$ cat src/rtl/mod_trap_sequencer_pkg.sv
// Shared widths, CSR addresses, trap-state encoding and handler-address helper
// for the machine-mode trap entry sequencer.
package mod_trap_sequencer_pkg;

  localparam int XLEN           = 32;
  localparam int CSR_ADDR_WIDTH = 12;

  localparam logic [CSR_ADDR_WIDTH-1:0] MTVEC_ADDR  = 12'h305;
  localparam logic [CSR_ADDR_WIDTH-1:0] MEPC_ADDR   = 12'h341;
  localparam logic [CSR_ADDR_WIDTH-1:0] MCAUSE_ADDR = 12'h342;
  localparam logic [CSR_ADDR_WIDTH-1:0] MTVAL_ADDR  = 12'h343;

  localparam logic [1:0] MTVEC_MODE_DIRECT   = 2'd0;
  localparam logic [1:0] MTVEC_MODE_VECTORED = 2'd1;

  localparam logic [XLEN-1:0] WORD_ALIGN_MASK = ~XLEN'(3);

  typedef enum logic [2:0] {
    TRAP_IDLE,
    TRAP_W_EPC,
    TRAP_W_CAUSE,
    TRAP_W_TVAL,
    TRAP_RD_TVEC,
    TRAP_REDIRECT
  } trap_state_e;

  // Only vectored mode with an interrupt cause offsets the base; reserved
  // modes fall back to direct. The shift drops cause[XLEN-1] by truncation.
  function automatic logic [XLEN-1:0] trap_target(input logic [XLEN-1:0] mtvec,
                                                  input logic [XLEN-1:0] cause);
    logic [XLEN-1:0] base;
    base = mtvec & WORD_ALIGN_MASK;
    if (mtvec[1:0] == MTVEC_MODE_VECTORED && cause[XLEN-1])
      return base + (cause << 2);
    return base;
  endfunction

endpackage

$ cat src/rtl/mod_trap_sequencer.sv
// Trap entry sequencer: commits mepc/mcause/mtval over the single CSR write
// port, reads mtvec and issues a one-cycle fetch redirect to the handler.
module mod_trap_sequencer
  import mod_trap_sequencer_pkg::*;
(
  input  logic                      clk_i,
  input  logic                      rst_i,
  input  logic                      trap_req_i,
  input  logic [XLEN-1:0]           trap_pc_i,
  input  logic [XLEN-1:0]           trap_cause_i,
  input  logic [XLEN-1:0]           trap_tval_i,
  output logic                      trap_ack_o,
  output logic                      busy_o,
  output logic                      redirect_valid_o,
  output logic [XLEN-1:0]           redirect_pc_o,
  input  logic [CSR_ADDR_WIDTH-1:0] pipe_csr_read_addr_i,
  input  logic                      pipe_csr_read_enable_i,
  input  logic [CSR_ADDR_WIDTH-1:0] pipe_csr_write_addr_i,
  input  logic [XLEN-1:0]           pipe_csr_write_val_i,
  input  logic                      pipe_csr_write_enable_i,
  output logic [CSR_ADDR_WIDTH-1:0] csr_read_addr_o,
  output logic                      csr_read_enable_o,
  input  logic [XLEN-1:0]           csr_read_val_i,
  output logic [CSR_ADDR_WIDTH-1:0] csr_write_addr_o,
  output logic [XLEN-1:0]           csr_write_val_o,
  output logic                      csr_write_enable_o
);

  trap_state_e     state;
  logic [XLEN-1:0] epc_q;
  logic [XLEN-1:0] cause_q;
  logic [XLEN-1:0] tval_q;
  logic [XLEN-1:0] target_q;
  logic            busy_q;
  logic            redirect_valid_q;

  always_ff @(posedge clk_i or posedge rst_i) begin
    if (rst_i) begin
      state            <= TRAP_IDLE;
      epc_q            <= '0;
      cause_q          <= '0;
      tval_q           <= '0;
      target_q         <= '0;
      busy_q           <= 1'b0;
      redirect_valid_q <= 1'b0;
    end else begin
      case (state)
        TRAP_IDLE: begin
          if (trap_req_i) begin
            epc_q   <= trap_pc_i & WORD_ALIGN_MASK;
            cause_q <= trap_cause_i;
            tval_q  <= trap_tval_i;
            busy_q  <= 1'b1;
            state   <= TRAP_W_EPC;
          end
        end
        TRAP_W_EPC:   state <= TRAP_W_CAUSE;
        TRAP_W_CAUSE: state <= TRAP_W_TVAL;
        TRAP_W_TVAL:  state <= TRAP_RD_TVEC;
        TRAP_RD_TVEC: begin
          target_q         <= trap_target(csr_read_val_i, cause_q);
          redirect_valid_q <= 1'b1;
          state            <= TRAP_REDIRECT;
        end
        TRAP_REDIRECT: begin
          redirect_valid_q <= 1'b0;
          busy_q           <= 1'b0;
          state            <= TRAP_IDLE;
        end
        default: begin
          redirect_valid_q <= 1'b0;
          busy_q           <= 1'b0;
          state            <= TRAP_IDLE;
        end
      endcase
    end
  end

  // Port mux is combinational so IDLE pass-through has zero latency; reset
  // gates it so every output reads 0 while rst_i is high.
  always_comb begin
    trap_ack_o         = 1'b0;
    csr_read_addr_o    = '0;
    csr_read_enable_o  = 1'b0;
    csr_write_addr_o   = '0;
    csr_write_val_o    = '0;
    csr_write_enable_o = 1'b0;
    if (!rst_i) begin
      case (state)
        TRAP_IDLE: begin
          trap_ack_o         = trap_req_i;
          csr_read_addr_o    = pipe_csr_read_addr_i;
          csr_read_enable_o  = pipe_csr_read_enable_i;
          csr_write_addr_o   = pipe_csr_write_addr_i;
          csr_write_val_o    = pipe_csr_write_val_i;
          csr_write_enable_o = pipe_csr_write_enable_i & ~trap_req_i;
        end
        TRAP_W_EPC: begin
          csr_write_addr_o   = MEPC_ADDR;
          csr_write_val_o    = epc_q;
          csr_write_enable_o = 1'b1;
        end
        TRAP_W_CAUSE: begin
          csr_write_addr_o   = MCAUSE_ADDR;
          csr_write_val_o    = cause_q;
          csr_write_enable_o = 1'b1;
        end
        TRAP_W_TVAL: begin
          csr_write_addr_o   = MTVAL_ADDR;
          csr_write_val_o    = tval_q;
          csr_write_enable_o = 1'b1;
        end
        TRAP_RD_TVEC: begin
          csr_read_addr_o   = MTVEC_ADDR;
          csr_read_enable_o = 1'b1;
        end
        default: ;
      endcase
    end
  end

  assign busy_o           = busy_q;
  assign redirect_valid_o = redirect_valid_q;
  assign redirect_pc_o    = redirect_valid_q ? target_q : '0;

endmodule

$ cat config.mk
export PLATFORM = sky130hd
export DESIGN_NAME = mod_trap_sequencer
export DESIGN_NICKNAME = d
export VERILOG_FILES = /design/src/rtl/mod_trap_sequencer_pkg.sv /design/src/rtl/mod_trap_sequencer.sv
export SDC_FILE = /design/constraint.sdc
export NUM_CORES = 1
export LEC_CHECK = 0
export BUFFER_PORTS_ARGS = -buffer_cell sky130_fd_sc_hd__buf_2
export CAP_MARGIN = 40
export CORE_MARGIN = 3
export CORE_UTILIZATION = 54
export CTS_CLUSTER_DIAMETER = 100
export DETAILED_ROUTE_END_ITERATION = 12
export GPL_ROUTABILITY_DRIVEN = 1
export PLACE_DENSITY = 0.85
export SYNTH_ARGS = -nofsm -noshare
export SYNTH_HDL_FRONTEND = slang
export SYNTH_SLANG_ARGS = --single-unit
$ cat constraint.sdc
create_clock -name clk_i -period 13.6 [get_ports clk_i]
set_input_delay 2.04 -clock clk_i [delete_from_list [all_inputs] [get_ports clk_i]]
set_output_delay 2.04 -clock clk_i [all_outputs]
set_load 0.01 [all_outputs]
# After elaboration in Yosys (flattened, before gate mapping)
# Cells that the tools add are included.
# totals
register_bits	131
input_bits	189
# classes
n_addsub	1
n_eq_ne	6
n_mux	22
bitwise_logic	3
reduce_logical	7
# ops
operator	count
2-to-1 mux 32 bit	4
case mux 32 bit (4 select lines)	1
case mux 12 bit (4 select lines)	1
adder 32 bit	1
2-to-1 mux 12 bit	2
case mux 12 bit (2 select lines)	1
case mux 3 bit (5 select lines)	1
case mux 1 bit (2 select lines)	4
OR reduction 4 bit	2
2-to-1 mux 1 bit	7
equality test 3 x 2 -> 1 bit (second input constant)	2
AND reduction 2 bit	2
equality test 3 x 1 -> 1 bit (second input constant)	1
equality test 3 bit (second input constant)	1
logical NOT 3 bit	1
2-to-1 mux 3 bit	1
OR reduction 3 bit	1
equality test 2 x 1 -> 1 bit (second input constant)	1
inequality test 2 bit (second input constant)	1
inverter 1 bit	2
bitwise AND 1 bit	1
logical AND 1 bit	1

# Longest topological paths before layout
# logic_depth
word_depth	5
ltp_mapped	11
mapped_depth_nobuf	11

# Worst setup path after synthesis
# OpenSTA, ideal clock, no wires.
# synth_timing
kind	input port to output port
start	input port rst_i
end	output port trap_ack_o
arrival_ns	5.241
path_slack_ns	6.319
path_stages	2
cell_sequence	inv_1 and3_1
# synth_between
elab_chain_len	1
# synth_lines
element	line_no	text
start: declaration	mod_trap_sequencer.sv:7	input logic rst_i,
2-to-1 mux 1 bit	mod_trap_sequencer.sv:88	if (!rst_i) begin
end: declaration	mod_trap_sequencer.sv:12	output logic trap_ack_o,
# No other way between the ends.

# Final worst setup path
# layout_timing
start	input port rst_i
end	output port csr_write_addr_o[11]
# layout_between
elab_chain_len	1
# layout_lines
element	line_no	text
2-to-1 mux 12 bit	mod_trap_sequencer.sv:88	
end: declaration	mod_trap_sequencer.sv:24	output logic [CSR_ADDR_WIDTH-1:0] csr_write_addr_o,
# No other way between the ends.

==> flow_summary.ini <==
[layout]
fill_cells = 1031
layoutNonFillerInstCount = 1216
syn_to_final_growth_pct = 27.7
drive_gt1_share_pct = 41.2
regArea_um2 = 3230
final_nets = 1244
multiInputGateArea_um2 = 4160

[min_path]
hold_depth = 2
hp-start = target_q[16]
worstHoldEndpoint = target_q[16]
worstHoldPathType = reg2reg

[worst_setup_path]
critPathSlowestCell = nor2_1
end_kind = primary output
path_max_fanout = 39
crit_family = simple AND/OR/NAND/NOR gates
rr_endpoint = target_q[22]
regToRegStartpoint = cause_q[0]
reg2reg_slack_ns = 10.45
path_buf_inv = 2
rr_worst_depth = 11
slowest_delay_ns = 0.64
worstSetupStartpointType = input port
critPathKind = in2out
crit_required_ns = 11.56
arrival_ns = 3.74
crit_path_frequent_cell = buf_2
path_cells = buf_2 > or2_2 > nor2_1 > and2_1 > buf_2

[pwr]
power.internal_mw = 1.40
clockPowerShare_pct = 19.7
powerDensity_nw_per_um2 = 235
leakagePower_nw = 4.72
sequentialPowerShare_pct = 32.0
ir_worst_vdd_mv = 0.138
pwr-share-comb_pct = 48.3
p_sw_mw = 0.891
swShare_pct = 38.9

[sta]
setup_ws_ns = 7.82
fmax_mhz = 173
setup_viol = 0
rsz0062_at_grt = false
drv_slew = 0
timing.final.crit_share_pct = 42.5
worst_pin_slew_ns = 0.863
finalCriticalPeriod_ns = 5.78
slew-limit-headroom_pct = 42.5
fin_tns_setup_ns = 0
hold_viol_final = 0
clock_skew_ns = 0.00459

[grt]
grt_pass1_wl_mm = 34.3
first_global_vias = 6726
grt_max_degree = 70
grt.total_usage_pct = 27.3
antenna_found_initial = 3
overflow = 0

[route]
drc_errors = 0
wire_per_inst_um = 17.7
routed_wl_mm = 21.5
via_per_inst = 5.69
dr.pass1.iters = 5
drtIter0Drc = 491
detailroute.via_count = 6920
ant_nets = 0

[clock_network]
cts-buffers-inserted = 17
cts_root_buf = clkbuf_16
cts.hold.buffers_added = 0
cts_setup_buffers = 0
clock_path_buffers = 2
clkTransAtPathRegs_ns = 0.05
cts_tree = built
clk_latency_ns = 0.40
htreeDepth = 4
clock-sinks = 129
ctsResizeCount = 0

[placed_design]
port_buffers = 277
gp_congestion = 0.909
pre_cts_slack_ns = 7.83
dp_cells = 1182
dp_hpwl_mm = 16.6

[yosys]
yosysWarnings = 0
syn_area_um2 = 7610
ys_seq_area_share_pct = 42.4
ys_top_cells_by_area = dfrtp_1 42%, mux2_2 14%, a22oi_1 6.3%, a21oi_1 5.6%, ha_1 4.8%
synth_cells = 766
ys_seq_elements = 129
synth_cell_types = 58
synth.most_common_cell = dfrtp_1
syn_area_per_cell_um2 = 9.94
synth_edf_count = 0
yosysTopAreaCellShare_pct = 42.4
synth_common_cells = 129 x dfrtp_1, 94 x mux2_2, 85 x a21oi_1
yosys.area.top_type = dfrtp_1
ys_async_sr_fraction_pct = 100
synth_ff_type = dfrtp_1

[die]
core_um2 = 13500
fp.dieH_um = 125
start_util_pct = 56.4
io-pin-count = 282
die_x_um = 125
die_area_um2 = 15600
std_cell_rows = 42

[run]
max_cap_violations = 0

[status]
status = finished clean
[state kept, by name, indices dropped and copies added, names as in the netlist]
register	flops
busy_o	1
cause_q	32
epc_q	30
redirect_valid_o	1
state	3
target_q	30
tval_q	32
[how the worst max path moves through the flow]
stage | from | end | cells after the start
final | rst_i | csr_write_addr_o[11] | 5
after global routing | rst_i | csr_write_addr_o[11] | 5
after CTS | rst_i | csr_write_addr_o[10] | 5
after detailed placement | rst_i | csr_write_addr_o[10] | 5
after global placement | rst_i | csr_read_addr_o[5] | 5
after floorplan | rst_i | trap_ack_o | 2
[layout by cell type, fill, tap and decap left out, types with 3 or more instances in the layout]
cell and count:
o21bai_1 7, ha_1 29, nor3_2 3, diode_2 3, or2_2 4, nor2b_1 3, nand3b_1 4, a21o_1 10
clkbuf_8 5, a31oi_1 9, dfrtp_1 129, o21ai_1 12, inv_1 12, nand4_1 3, nand2_1 46, a22oi_1 64
clkinv_2 3, o21ai_0 23, and3_1 6, clkbuf_16 17, mux2_2 94, o21a_1 8, xnor2_1 11, buf_2 277
and2_1 48, nor2_1 50, clkbuf_1 4, xor2_1 12, nand3_1 8, buf_4 8, mux2i_1 4, a21oi_1 85
[per-stage QoR]
stage                     utilization [%]  hold WS (ns)  total power, mW  instance area (um^2)
after floorplan                         -         0.442             1.52                  7610
after global placement               67.4         0.454             1.79                  9100
after detailed placement             67.6         0.465             1.84                  9130
after CTS                            71.9         0.477             2.29                  9720
after global routing                 72.0         0.498             2.46                  9720
final                                72.0         0.468             2.29                  9720
[power groups by stage]
stage	clock, mW	sequential (mW)	combinational, mW
CTS	0.454	0.731	1.10
global route	0.473	0.760	1.22
global placement	0	0.724	1.07
detailed placement	0	0.738	1.10
finish	0.451	0.733	1.11
floorplan	0	0.666	0.850
[area by class of cell]
| cell class | count | area share [%] |
|---|---|---|
| inverter | 13 | 0.553 |
| clock inverter | 5 | 0.772 |
| tap | 176 | 2.26 |
| clock buffer | 26 | 5.24 |
| antenna | 3 | 0.0772 |
| multi-input combinational | 578 | 42.7 |
| timing repair buffer | 286 | 15.2 |
| sequential | 129 | 33.2 |
[metal layers]
layer	up-vias	global-route usage [%]	wire, um
li1	3304	-	-
met1	3308	36.8	9200
met2	267	43.4	10300
met3	41	5.62	1480
met4	0	10.4	519
met5	-	0	0
[kinds of logic after synthesis]
family                     Yosys count  share of synthesized area (%)
and+or+nand+nor                    187                           12.2
buffers and inverters               60                           3.30
xor gates and xnor gates            23                           2.65
muxes                               98                           14.4
other                                1                         0.0493
DFF                                129                           42.4
adders and majority gates           30                           5.03
AOI/OAI and AO/OA                  238                           19.9
[worst reg2reg max path, cell delays in order, from the launching register on]
cell	delay (ns)
dfrtp_1	0.41
ha_1	0.24
fa_1	0.45
a21o_1	0.24
a221oi_2	0.37
o2111ai_1	0.27
a41o_1	0.34
a21boi_1	0.26
xor2_1	0.20
nor2_1	0.05
a21oi_1	0.13
o21ai_1	0.07
Power figures use the tool's default switching activity.
